`src/rtl/shift_seq_ctrl.sv`:
```
// shift_seq_ctrl: sequencer that serially loads a WIDTH-bit bidirectional shift register.
// Latency: start sampled at edge k -> SHIFT k+1..k+WIDTH, CAPTURE k+WIDTH+1, done in cycle k+WIDTH+2.
// Backpressure: start is ignored while busy (no queueing); a start in DONE is accepted back-to-back.
//
// Ports:
//   clk, rst          - rising-edge clock, asynchronous active-high reset
//   start, dir_left   - request a load; direction for it (1 = left/MSB first, 0 = right/LSB first)
//   din               - word to serialise, latched with start
//   sh_q              - current shift register contents
//   sh_en, sh_left,
//   sh_in             - shift enable, direction and serial bit to the datapath
//   busy, done, dout  - busy in SHIFT/CAPTURE, one-cycle done pulse, captured word
//   abort             - only when SHIFT_SEQ_CTRL_ABORT_EN is defined: cancel a running sequence
//
// Optional feature macro: SHIFT_SEQ_CTRL_ABORT_EN

module shift_seq_ctrl #(
  parameter int WIDTH = 4,
  parameter int CNT_W = 3
) (
  input  logic             clk,
  input  logic             rst,
  input  logic             start,
  input  logic             dir_left,
  input  logic [WIDTH-1:0] din,
  input  logic [WIDTH-1:0] sh_q,
`ifdef SHIFT_SEQ_CTRL_ABORT_EN
  input  logic             abort,
`endif
  output logic             sh_en,
  output logic             sh_left,
  output logic             sh_in,
  output logic             busy,
  output logic             done,
  output logic [WIDTH-1:0] dout
);

  typedef enum logic [1:0] {
    IDLE    = 2'd0,
    SHIFT   = 2'd1,
    CAPTURE = 2'd2,
    DONE    = 2'd3
  } state_t;

  localparam logic [CNT_W-1:0] LAST = CNT_W'(WIDTH - 1);

  state_t           state;
  logic [WIDTH-1:0] tx;     // shadow of the word being serialised
  logic [CNT_W-1:0] cnt;    // bits already sent in this sequence
  logic             dir_r;  // latched direction, so dir_left may change mid-sequence

`ifdef SHIFT_SEQ_CTRL_ABORT_EN
  logic abort_hit;
  assign abort_hit = abort && ((state == SHIFT) || (state == CAPTURE));
`endif

  always_ff @(posedge clk or posedge rst) begin
    if (rst) begin
      state <= IDLE;
      tx    <= '0;
      cnt   <= '0;
      dir_r <= 1'b0;
      dout  <= '0;
    end else begin
`ifdef SHIFT_SEQ_CTRL_ABORT_EN
      // Abort drops straight to IDLE; dout keeps the last completed capture.
      if (abort_hit) begin
        state <= IDLE;
      end else
`endif
      begin
        case (state)
          IDLE, DONE: begin
            if (start) begin
              tx    <= din;
              dir_r <= dir_left;
              cnt   <= '0;
              state <= SHIFT;
            end else begin
              state <= IDLE;
            end
          end
          SHIFT: begin
            // Move the next bit to the end that sh_in reads from.
            tx  <= dir_r ? (tx << 1) : (tx >> 1);
            // Counter saturates at LAST: the sequence leaves SHIFT on that edge.
            if (cnt == LAST) begin
              state <= CAPTURE;
            end else begin
              cnt <= cnt + CNT_W'(1);
            end
          end
          CAPTURE: begin
            // Last shift landed on the previous edge, so sh_q is final here.
            dout  <= sh_q;
            state <= DONE;
          end
          default: state <= IDLE;
        endcase
      end
    end
  end

  // Outputs decode the state register and registered shadows only.
  assign sh_en   = (state == SHIFT);
  assign sh_left = dir_r;
  assign sh_in   = (state == SHIFT) ? (dir_r ? tx[WIDTH-1] : tx[0]) : 1'b0;
  assign busy    = (state == SHIFT) || (state == CAPTURE);
  assign done    = (state == DONE);

endmodule

```
`config.mk`:
```
export PLATFORM = sky130hd
export DESIGN_NAME = shift_seq_ctrl
export DESIGN_NICKNAME = d
export VERILOG_FILES = /design/src/rtl/shift_seq_ctrl.sv
export SDC_FILE = /design/constraint.sdc
export NUM_CORES = 1
export LEC_CHECK = 0
export CELL_PAD_IN_SITES_DETAIL_PLACEMENT = 1
export CELL_PAD_IN_SITES_GLOBAL_PLACEMENT = 1
export CORE_UTILIZATION = 39
export CTS_BUF_LIST = sky130_fd_sc_hd__clkbuf_8
export DETAILED_ROUTE_END_ITERATION = 8
export PLACE_DENSITY = 0.88
export SLEW_MARGIN = 20
export SYNTH_ARGS = -nofsm -noshare
export SYNTH_HDL_FRONTEND = slang
export SYNTH_SLANG_ARGS = --single-unit
```
`constraint.sdc`:
```
create_clock -name clk -period 4.6 [get_ports clk]
set_input_delay 0.46 -clock clk [delete_from_list [all_inputs] [get_ports clk]]
set_output_delay 0.46 -clock clk [all_outputs]
set_load 0.02 [all_outputs]
```
==> flow_summary.yaml <==
outcome:
  status: "finished clean"
placed_design:
  dpl_cell_area_sq_um: 940
  dpl.cell_count: 110
  place_ws_ns: 2.44
  gp_congestion: 0.773
  io_buffer_count: 20
  hpwlAfterDp_mm: 1.19
sta:
  setup_ws_ns: 2.19
  period_needed_ns: 2.41
  fin_skew_ns: 0.00157
  timing.fmax_mhz: 415
  tightestPinTransition_ns: 1.07
  hold_violations: 0
  setup_tns_ns: 0
  finalCritPeriodShare: 0.524
  slew_headroom: 0.267
  rsz0062_at_grt: "no"
  setup_viol: 0
  whs_ns: 0.507
  maxSlewViolCount: 0
clocking:
  cts_sinks: 14
  numCtsBuffers: 3
  clk_latency_ns: 0.25
  htreeDepth: 1
  cts_hold_buf: 0
  cts_tree: "yes"
  path_clk_slew_ns: 0.06
  cts-root-buf: "clkbuf_8"
  post_cts_resized: 0
  cts_setup_buffers: 0
  clk_path_buf_depth: 2
power_and_ir_drop:
  pwr-share-seq: 0.310
  power_uw: 745
  p_leak_nw: 0.447
  intPower_uw: 445
  swShare: 0.402
  p_switching_uw: 300
  vdd_drop_max_mv: 0.288
  p_clk_frac: 0.163
  power_frac_comb: 0.527
  powerDensity_nw_per_um2: 749
floorplan:
  die_w_microns: 45.2
  initial_utilization: 0.418
  die-height_microns: 45.2
  dieArea_sq_um: 2050
  core_area_sq_um: 1750
  ioPinCount: 21
  placementRows: 15
synthesis:
  yosys_register_bits: 14
  ys.flop_type: "dfrtp_1"
  syn_avg_cell_area_sq_um: 10.7
  yosys-top-cells-count: "dfrtp_1, inv_1, nand2_1"
  ys_seq_area_frac: 0.480
  yosys_warnings: 0
  synth_edf_count: 0
  syn-cell-area_sq_um: 729
  async_reset_ff_frac: 1.00
  yosys-top-cells-area: "dfrtp_1, ha_1, mux2_2, mux2i_1, inv_1"
  synth.distinct_cells: 20
  yosysMostFrequentCell: "dfrtp_1"
  synth_nets: 85
  synthCells: 68
  netlist.area_leader.share: 0.480
  yosys.area.top_type: "dfrtp_1"
final_layout:
  drive_gt1_frac: 0.124
  n_antenna_cell: 0
  final.fill_count: 191
  finalCoreUtilization: 0.570
  multi_input_area_sq_um: 335
  post-route-cell-area_sq_um: 995
  syn_to_final_growth_pct: 36.4
  fin_nets: 107
  regArea_sq_um: 350
  fin_cells: 114
min_path:
  holdCritStartpoint: "dout[2]"
  hold_depth: 1
  min_to: "dout[2]"
  min-delay-path-class: "reg2reg"
route:
  drc: 0
  drt-initial-drc-count: 0
  routed_wl_mm: 1.65
  wl_per_cell_microns: 14.5
  vias: 574
  firstDrtPassIters: 1
  ant_nets: 0
  avgViaCountPerCell: 5.04
setup_path:
  cpMaxStageDelayCell: "clkdlybuf4s50_1"
  required_ns: 4.14
  r2r_setup_slack_ns: 2.42
  cp-end-kind: "output pin"
  cpPeakStageDelay_ns: 0.61
  r2r_end: "tx[1]"
  timing.critical_path.buf_inv: 2
  crit_fanout: 14
  worstPathCellList: "inv_1 > ha_1 > nor2b_1 > clkdlybuf4s50_1"
  setup.worst_path.start_class: "flip-flop"
  crit_start: "state[1]"
  worstPathArrival_ns: 1.95
  reg2reg_depth: 5
  timing.rr.start: "state[0]"
  worstSetupPathType: "reg2out"
  cpLargestDelayFamily: "buffers and inverters"
run:
  maxCapViolCount: 0
global_route:
  grt_overflow: 0
  grt_pass1_vias: 525
  grt_pass1_wl_mm: 2.45
  grt_max_degree: 15
  grt_util_all_layers: 0.172
  grt_antenna_before_repair: 0
state kept, by name, indices dropped and copies added (netlist names):
| name | cells |
|---|---|
| cnt | 3 |
| dout | 4 |
| sh_left | 1 |
| state | 2 |
| tx | 4 |
power by group through the flow:
stage / clock (mW) / sequential, mW / combinational [mW]
4_1_cts: 0.123 / 0.232 / 0.398
2_1_floorplan: 0 / 0.242 / 0.253
3_3_place_gp: 0 / 0.227 / 0.374
6_report: 0.122 / 0.231 / 0.393
5_1_grt: 0.133 / 0.237 / 0.424
3_5_place_dp: 0 / 0.232 / 0.391
cell families (layout without fill, tap and decap cells):
family	after synthesis	after routing	synth area share
AOI/OAI and AO/OA	12	12	0.113
buffers and inverters	9	30	0.0600
DFF	14	14	0.480
muxes	10	10	0.146
adders and majority gates	5	5	0.0858
and+or+nand+nor	18	18	0.115
area by class of cell:
cell class,count,area share
Sequential cell,14,0.352
Tap cell,25,0.0314
Timing Repair Buffer,20,0.201
Inverter,6,0.0226
Multi-Input combinational cell,45,0.337
Clock buffer,4,0.0553
worst register-to-register path, stage by stage, from the launching register on:
cell and delay, ns:
dfrtp_1 0.41, inv_1 0.06, ha_1 0.37, mux2i_1 0.90
a211oi_1 0.10, a21o_2 0.23
metal layers:
layer | vias to the layer above | GRT usage | share of wire | wire, microns
met2 | 14 | 0.278 | 0.50 | 829
met1 | 283 | 0.215 | 0.46 | 761
met5 | - | 0 | 0 | 0
li1 | 275 | - | - | -
met4 | 0 | 0.0545 | 0.0085 | 14
met3 | 2 | 0.0600 | 0.027 | 45
cell usage in the layout (no fill, tap or decap), drive strengths merged, types with 3 or more instances in the layout:
cell and count:
nand2 6, inv 6, nand3 3, ha 5
nor2 4, mux2i 5, nor2b 3, clkdlybuf4s50 20
dfrtp 14, mux2 5, clkbuf 4
how the worst max path moves through the flow:
stage            end  slack [ns]  depth (start not counted)
3_5_place_dp   sh_in        2.44                          4
5_1_grt        sh_in        2.08                          4
3_3_place_gp   sh_in        2.50                          4
6_report       sh_in        2.19                          4
2_1_floorplan  sh_in        2.78                          4
4_1_cts        sh_in        2.17                          4
(Power assumes the default switching activity.)
